## config.mk

```make
export PLATFORM = sky130hd
export DESIGN_NAME = systolic_feeder_flat
export DESIGN_NICKNAME = d
export VERILOG_FILES = /design/src/rtl/systolic_feeder_if.sv /design/src/rtl/systolic_feeder.sv /design/src/flat_wrapper.sv
export SDC_FILE = /design/constraint.sdc
export NUM_CORES = 1
export LEC_CHECK = 0
export ABC_AREA = 1
export CORE_MARGIN = 1
export CORE_UTILIZATION = 38
export CTS_CLUSTER_DIAMETER = 150
export CTS_CLUSTER_SIZE = 10
export DETAILED_ROUTE_END_ITERATION = 10
export PLACE_DENSITY = 0.76
export SYNTH_ARGS = -nofsm -noshare
export SYNTH_HDL_FRONTEND = slang
export SYNTH_SLANG_ARGS = --single-unit
export TNS_END_PERCENT = 100
```

## constraint.sdc

```tcl
create_clock -name clk -period 1.5 [get_ports clk]
set_clock_uncertainty 0.2 [all_clocks]
set_input_delay 0.3 -clock clk [delete_from_list [all_inputs] [get_ports clk]]
set_output_delay 0.3 -clock clk [all_outputs]
set_load 0.1 [all_outputs]
```

## src/rtl/systolic_feeder_if.sv

```systemverilog
// Bus bundle between the unified-buffer side and the 2x2 systolic array feeder.
// The slave modport is the feeder's view; master is the view of whatever drives commands and streams.
interface systolic_feeder_if #(
  parameter int ROW_CNT_W = 16
);
  logic                 cmd_valid;
  logic                 cmd_ready;
  logic [ROW_CNT_W-1:0] cmd_num_rows;
  logic [15:0]          cmd_col_size;
  logic                 w_valid;
  logic                 w_ready;
  logic [31:0]          w_data;
  logic                 in_valid;
  logic                 in_ready;
  logic [31:0]          in_data;
  logic [15:0]          sys_data_in_11;
  logic [15:0]          sys_data_in_21;
  logic                 sys_start;
  logic [15:0]          sys_weight_in_11;
  logic [15:0]          sys_weight_in_12;
  logic                 sys_accept_w_1;
  logic                 sys_accept_w_2;
  logic                 sys_switch_in;
  logic [15:0]          ub_rd_col_size_out;
  logic                 ub_rd_col_size_valid_out;
  logic                 done;
  logic [15:0]          stall_cnt;

  modport slave (
    input  cmd_valid, cmd_num_rows, cmd_col_size, w_valid, w_data, in_valid, in_data,
    output cmd_ready, w_ready, in_ready,
    output sys_data_in_11, sys_data_in_21, sys_start, sys_weight_in_11, sys_weight_in_12,
    output sys_accept_w_1, sys_accept_w_2, sys_switch_in,
    output ub_rd_col_size_out, ub_rd_col_size_valid_out, done, stall_cnt
  );

  modport master (
    output cmd_valid, cmd_num_rows, cmd_col_size, w_valid, w_data, in_valid, in_data,
    input  cmd_ready, w_ready, in_ready,
    input  sys_data_in_11, sys_data_in_21, sys_start, sys_weight_in_11, sys_weight_in_12,
    input  sys_accept_w_1, sys_accept_w_2, sys_switch_in,
    input  ub_rd_col_size_out, ub_rd_col_size_valid_out, done, stall_cnt
  );
endinterface

```

## src/rtl/systolic_feeder.sv

```systemverilog
// Feeds weights, a switch pulse and skewed input rows into the edges of a 2x2 systolic array.
// Optional macro FEEDER_STALL_CNT_EN enables the saturating STREAM stall counter on stall_cnt.
module systolic_feeder #(
  parameter int SYSTOLIC_ARRAY_WIDTH = 2,
  parameter int ROW_CNT_W            = 16
) (
  input logic               clk,
  input logic               rst,
  systolic_feeder_if.slave  bus
);

  if (SYSTOLIC_ARRAY_WIDTH != 2) begin : g_bad_width
    $error("systolic_feeder: SYSTOLIC_ARRAY_WIDTH must be 2");
  end

  typedef enum logic [2:0] {IDLE, LOAD_W, SWITCH, STREAM, DRAIN, DONE} state_t;

  state_t               state_q, state_d;
  logic                 beat_q, beat_d;
  logic [ROW_CNT_W-1:0] rowCnt_q, rowCnt_d;
  logic                 cmdFire, wFire, inFire;

  logic [15:0] data11_q, data21_q, skew_q;
  logic        start_q;
  logic [15:0] weight11_q, weight12_q;
  logic        acceptW_q, switch_q, done_q;
  logic [15:0] colSize_q;
  logic        colSizeValid_q;

  assign bus.cmd_ready = (state_q == IDLE);
  assign bus.w_ready   = (state_q == LOAD_W);
  assign bus.in_ready  = (state_q == STREAM);

  assign cmdFire = bus.cmd_valid & bus.cmd_ready;
  assign wFire   = bus.w_valid   & bus.w_ready;
  assign inFire  = bus.in_valid  & bus.in_ready;

  always_ff @(posedge clk) begin
    if (rst) begin
      state_q  <= IDLE;
      beat_q   <= 1'b0;
      rowCnt_q <= '0;
    end else begin
      state_q  <= state_d;
      beat_q   <= beat_d;
      rowCnt_q <= rowCnt_d;
    end
  end

  // beat_q marks that the bottom-row weights have been taken and the top row is next.
  always_comb begin
    state_d  = state_q;
    beat_d   = beat_q;
    rowCnt_d = rowCnt_q;
    case (state_q)
      IDLE: begin
        if (cmdFire) begin
          state_d  = LOAD_W;
          beat_d   = 1'b0;
          rowCnt_d = bus.cmd_num_rows;
        end
      end
      LOAD_W: begin
        if (wFire) begin
          beat_d = 1'b1;
          if (beat_q) begin
            state_d = SWITCH;
            beat_d  = 1'b0;
          end
        end
      end
      SWITCH:  state_d = (rowCnt_q == '0) ? DONE : STREAM;
      STREAM: begin
        if (inFire) begin
          rowCnt_d = rowCnt_q - ROW_CNT_W'(1);
          if (rowCnt_q == ROW_CNT_W'(1)) state_d = DRAIN;
        end
      end
      DRAIN:   state_d = DONE;
      DONE:    state_d = IDLE;
      default: state_d = IDLE;
    endcase
  end

  // Row 2 goes through skew_q so it reaches the array one cycle after row 1; bubbles shift zeros.
  always_ff @(posedge clk) begin
    if (rst) begin
      data11_q       <= '0;
      data21_q       <= '0;
      skew_q         <= '0;
      start_q        <= 1'b0;
      weight11_q     <= '0;
      weight12_q     <= '0;
      acceptW_q      <= 1'b0;
      switch_q       <= 1'b0;
      done_q         <= 1'b0;
      colSize_q      <= '0;
      colSizeValid_q <= 1'b0;
    end else begin
      data11_q       <= inFire ? bus.in_data[15:0]  : 16'd0;
      skew_q         <= inFire ? bus.in_data[31:16] : 16'd0;
      data21_q       <= skew_q;
      start_q        <= inFire;
      acceptW_q      <= wFire;
      switch_q       <= (state_q == SWITCH);
      done_q         <= (state_q == DONE);
      colSizeValid_q <= cmdFire;
      if (wFire) begin
        weight11_q <= bus.w_data[15:0];
        weight12_q <= bus.w_data[31:16];
      end
      if (cmdFire) colSize_q <= (bus.cmd_col_size > 16'd2) ? 16'd2 : bus.cmd_col_size;
    end
  end

  assign bus.sys_data_in_11           = data11_q;
  assign bus.sys_data_in_21           = data21_q;
  assign bus.sys_start                = start_q;
  assign bus.sys_weight_in_11         = weight11_q;
  assign bus.sys_weight_in_12         = weight12_q;
  assign bus.sys_accept_w_1           = acceptW_q;
  assign bus.sys_accept_w_2           = acceptW_q;
  assign bus.sys_switch_in            = switch_q;
  assign bus.done                     = done_q;
  assign bus.ub_rd_col_size_out       = colSize_q;
  assign bus.ub_rd_col_size_valid_out = colSizeValid_q;

`ifdef FEEDER_STALL_CNT_EN
  logic [15:0] stallCnt_q;

  // Restarts per command and stays readable after done until the next accept.
  always_ff @(posedge clk) begin
    if (rst) begin
      stallCnt_q <= '0;
    end else if (cmdFire) begin
      stallCnt_q <= '0;
    end else if ((state_q == STREAM) && !bus.in_valid && (stallCnt_q != 16'hFFFF)) begin
      stallCnt_q <= stallCnt_q + 16'd1;
    end
  end

  assign bus.stall_cnt = stallCnt_q;
`else
  assign bus.stall_cnt = '0;
`endif

endmodule
```

## src/flat_wrapper.sv

```systemverilog
// flat-port wrapper written by rule: the top's interface ports become plain ports
module systolic_feeder_flat 
#(
  parameter int SYSTOLIC_ARRAY_WIDTH = 2,
  parameter int ROW_CNT_W            = 16
)
  (clk, rst, bus_cmd_valid, bus_cmd_num_rows, bus_cmd_col_size, bus_w_valid, bus_w_data, bus_in_valid, bus_in_data, bus_cmd_ready, bus_w_ready, bus_in_ready, bus_sys_data_in_11, bus_sys_data_in_21, bus_sys_start, bus_sys_weight_in_11, bus_sys_weight_in_12, bus_sys_accept_w_1, bus_sys_accept_w_2, bus_sys_switch_in, bus_ub_rd_col_size_out, bus_ub_rd_col_size_valid_out, bus_done, bus_stall_cnt);
  systolic_feeder_if #(.ROW_CNT_W(ROW_CNT_W)) bus_i ();
  input logic clk;
  input logic rst;
  input wire logic [$bits(bus_i.cmd_valid)-1:0] bus_cmd_valid;
  input wire logic [$bits(bus_i.cmd_num_rows)-1:0] bus_cmd_num_rows;
  input wire logic [$bits(bus_i.cmd_col_size)-1:0] bus_cmd_col_size;
  input wire logic [$bits(bus_i.w_valid)-1:0] bus_w_valid;
  input wire logic [$bits(bus_i.w_data)-1:0] bus_w_data;
  input wire logic [$bits(bus_i.in_valid)-1:0] bus_in_valid;
  input wire logic [$bits(bus_i.in_data)-1:0] bus_in_data;
  output wire logic [$bits(bus_i.cmd_ready)-1:0] bus_cmd_ready;
  output wire logic [$bits(bus_i.w_ready)-1:0] bus_w_ready;
  output wire logic [$bits(bus_i.in_ready)-1:0] bus_in_ready;
  output wire logic [$bits(bus_i.sys_data_in_11)-1:0] bus_sys_data_in_11;
  output wire logic [$bits(bus_i.sys_data_in_21)-1:0] bus_sys_data_in_21;
  output wire logic [$bits(bus_i.sys_start)-1:0] bus_sys_start;
  output wire logic [$bits(bus_i.sys_weight_in_11)-1:0] bus_sys_weight_in_11;
  output wire logic [$bits(bus_i.sys_weight_in_12)-1:0] bus_sys_weight_in_12;
  output wire logic [$bits(bus_i.sys_accept_w_1)-1:0] bus_sys_accept_w_1;
  output wire logic [$bits(bus_i.sys_accept_w_2)-1:0] bus_sys_accept_w_2;
  output wire logic [$bits(bus_i.sys_switch_in)-1:0] bus_sys_switch_in;
  output wire logic [$bits(bus_i.ub_rd_col_size_out)-1:0] bus_ub_rd_col_size_out;
  output wire logic [$bits(bus_i.ub_rd_col_size_valid_out)-1:0] bus_ub_rd_col_size_valid_out;
  output wire logic [$bits(bus_i.done)-1:0] bus_done;
  output wire logic [$bits(bus_i.stall_cnt)-1:0] bus_stall_cnt;
  assign bus_i.cmd_valid = bus_cmd_valid;
  assign bus_i.cmd_num_rows = bus_cmd_num_rows;
  assign bus_i.cmd_col_size = bus_cmd_col_size;
  assign bus_i.w_valid = bus_w_valid;
  assign bus_i.w_data = bus_w_data;
  assign bus_i.in_valid = bus_in_valid;
  assign bus_i.in_data = bus_in_data;
  assign bus_cmd_ready = bus_i.cmd_ready;
  assign bus_w_ready = bus_i.w_ready;
  assign bus_in_ready = bus_i.in_ready;
  assign bus_sys_data_in_11 = bus_i.sys_data_in_11;
  assign bus_sys_data_in_21 = bus_i.sys_data_in_21;
  assign bus_sys_start = bus_i.sys_start;
  assign bus_sys_weight_in_11 = bus_i.sys_weight_in_11;
  assign bus_sys_weight_in_12 = bus_i.sys_weight_in_12;
  assign bus_sys_accept_w_1 = bus_i.sys_accept_w_1;
  assign bus_sys_accept_w_2 = bus_i.sys_accept_w_2;
  assign bus_sys_switch_in = bus_i.sys_switch_in;
  assign bus_ub_rd_col_size_out = bus_i.ub_rd_col_size_out;
  assign bus_ub_rd_col_size_valid_out = bus_i.ub_rd_col_size_valid_out;
  assign bus_done = bus_i.done;
  assign bus_stall_cnt = bus_i.stall_cnt;
  systolic_feeder #(.SYSTOLIC_ARRAY_WIDTH(SYSTOLIC_ARRAY_WIDTH), .ROW_CNT_W(ROW_CNT_W)) u_core (.clk(clk), .rst(rst), .bus(bus_i));
endmodule
```

==> reports/metrics.cfg <==
[pwr]
p_seq_share_pct=32.3
ir_drop_v=0.00102
p_per_area_nw_per_um2=1250
p_int_w=0.00747
swShare_pct=32.9
p_switching_w=0.00367
power_frac_comb_pct=31.8
p_leak_nw=3.84
power.share.clock_pct=35.9

[yosys]
synth_cells=636
synth-seq-cells=121
synth_cell_types=29
synth.yosys.seq_area_share_pct=51.6
ys_warn_count=0
syn-cell-area_um2=4700
syn_avg_cell_area_um2=7.39

[placed_design]
dpl-instance-area_um2=7840
dp_slack_ps=-318
routabilityCongestion=0.859
post-dp-hpwl_um=9430
place_inst=981
portBuffers=189

[floorplanning]
die_area_um2=12800
initial_core_util_pct=39.1
core_um2=12000
ios=206
rows=40
die_w_um=113
die_height_um=113

[layout]
fin_cells=1029
finalNetCount=976
num_antenna_cells=0
layout-drive-gt1-share_pct=32.9
syn2layout_area_growth_pct=89.8
fin_area_um2=8920

[critical_path]
critical_path_arrival_ps=1300
reg2reg_setup_slack_ps=-180
worstPathMaxFanout=4
critical_path_class=reg -> out
setup.worst_path.start_class=flip-flop
required_ps=1000
critPathCaptureType=primary output

[global_routing]
grt_max_degree=66
grt_pass1_wl_um=22200
grt_pass1_vias=4783
grt_usage_pct=22.7
overflow=0
antenna_found_initial=0

[timing]
final_max_slew_viol_count=0
setup_violations=72
grt_setup_unrepaired=yes
fmax_ghz=0.557
hold_viol=0
setup_ws_ps=-296
finalCritPeriodShare_pct=120
period_needed_ps=1800

[routing]
wl_met3_um=1300
route.met2.wl_um=7080
drt_iter0_markers=263
top_layer_used=met4
antenna_left=0
drc=0
wl_um=14200
via_count=4826
avgViaCountPerCell=4.69
wl_per_cell_um=13.8
dr.pass1.iters=4
wl_met1_um=5470

[status]
violations=negative setup slack
status=finished with violations

[clocking]
cts_sinks=121
cts_buffer_depth=2
cts-root-buf=clkbuf_16
cts_made_buffers=17
clkTransAtPathRegs_ps=50
htreeDepth=4
clock_latency_ps=420
cts_tree=built

[worst_hold_path]
hold_class=reg -> reg

[job]
drv_cap=0

[timing repair]
action / in CTS / in global routing
hold endpoints to repair: 1 / 0
gates cloned: 1 / 0
setup endpoints to repair: 86 / 133
pin swaps: 8 / 11
resized for setup: 59 / 76
buffers inserted: 12 / 10
hold buffers: 1 / 0
[synth_stat cells]
library cell	number	area (um^2)
nand2_1	126	473
dfxtp_1	121	2420
nor2_1	119	447
inv_1	76	285
nand3_1	52	260
a21oi_1	49	245
o21ai_0	21	105
buf_4	18	135
clkbuf_1	14	52.6
buf_2	12	60.1
inv_2	4	15.0
ha_1	3	37.5
a31oi_1	2	12.5
nand2_2	2	12.5
nand3b_1	2	15.0
nor2_2	2	12.5
a211oi_1	1	7.51
buf_6	1	11.3
conb_1	1	3.75
nand2_4	1	11.3
nand3_2	1	10.0
nor2_4	1	11.3
nor3_1	1	5.00
nor3b_1	1	7.51
nor4_1	1	6.26
o211a_1	1	10.0
o211ai_1	1	7.51
o31ai_1	1	7.51
xor2_1	1	8.76
[worst max-delay path, cell delays in order, from the launching register on]
cell	delay, ps
dfxtp_4	360
nor2_4	170
nand2_2	100
inv_4	80
buf_12	170
[final cells by class]
class                   instances  area, um^2
fillers                       821        3100
flip-flops and latches        121        2500
clock inverters                 9         126
inverters                      80         322
multi-input cells             405        1970
well taps                     147         184
clock buffers                  20         447
repair buffers                247        3360
[logic make-up (layout without fill, tap and decap cells)]
group,after synthesis,count (layout),share of synthesized area (%)
fa+ha+maj,3,3,0.799
other cells,1,16,0.0798
flops,121,121,51.6
buf+inv,125,356,11.9
compound gates,76,76,8.42
xor+xnor,1,1,0.186
simple gates,309,309,27.1
[metrics by stage]
| stage | hold WS (ps) | utilization [%] | total power (W) | setup TNS (ps) |
|---|---|---|---|---|
| 3_3_place_gp | 189 | 65.3 | 0.00665 | -14050 |
| 4_1_cts | 186 | 72.3 | 0.0110 | -4790 |
| 5_1_grt | 204 | 74.2 | 0.0116 | -12490 |
| 6_report | 198 | 74.2 | 0.0111 | -7930 |
| 3_5_place_dp | 194 | 65.3 | 0.00670 | -16940 |
| 2_1_floorplan | 188 | - | 0.00553 | -21.8 |
[path summary, 6_finish.rpt]
kind | start | end | depth (start not counted)
worst max register to register | u_core.state_q[1] | u_core.rowCnt_q[11] | 10
worst min register to register | u_core.skew_q[9] | u_core.bus.sys_data_in_21[9] | 2
worst min-delay path | u_core.skew_q[9] | u_core.bus.sys_data_in_21[9] | 2
worst max-delay path | u_core.state_q[1] | bus_w_ready | 4
[placed cells by master, fill, tap and decap left out, drive strengths merged]
master,count
buf,147
nand2,129
nor2,122
dfxtp,121
clkdlybuf4s50,99
inv,79
nand3,53
a21oi,49
o21ai,21
clkbuf,20
conb,16
clkinv,5
ha,3
bufinv,3
clkinvlp,2
nand3b,2
a31oi,2
nor3,1
xor2,1
o211ai,1
o31ai,1
a211oi,1
o211a,1
nor3b,1
nor4,1
dlygate4sd3,1
[routing by layer]
layer	GRT usage, %	vias up
li1	-	2398
met1	23.8	2206
met2	39.1	192
met3	10.3	30
met4	10.0	0
met5	0	-
[registers in the layout, indices dropped and copies added (netlist names), 3 cells and up]
signal and flops:
u_core.bus.sys_data_in_11 16, u_core.bus.sys_data_in_21 16, u_core.bus.sys_weight_in_11 16, u_core.bus.sys_weight_in_12 16, u_core.bus.ub_rd_col_size_out 16, u_core.rowCnt_q 16, u_core.skew_q 16, u_core.state_q 3
[power by group through the flow]
stage	logic (W)	clock network, W	registers [W]
6_report	0.00354	0.00400	0.00360
3_5_place_dp	0.00307	0	0.00363
5_1_grt	0.00376	0.00421	0.00362
4_1_cts	0.00333	0.00407	0.00358
2_1_floorplan	0.00134	0	0.00419
3_3_place_gp	0.00303	0	0.00362
No activity file was read; power rests on OpenSTA's default activity.
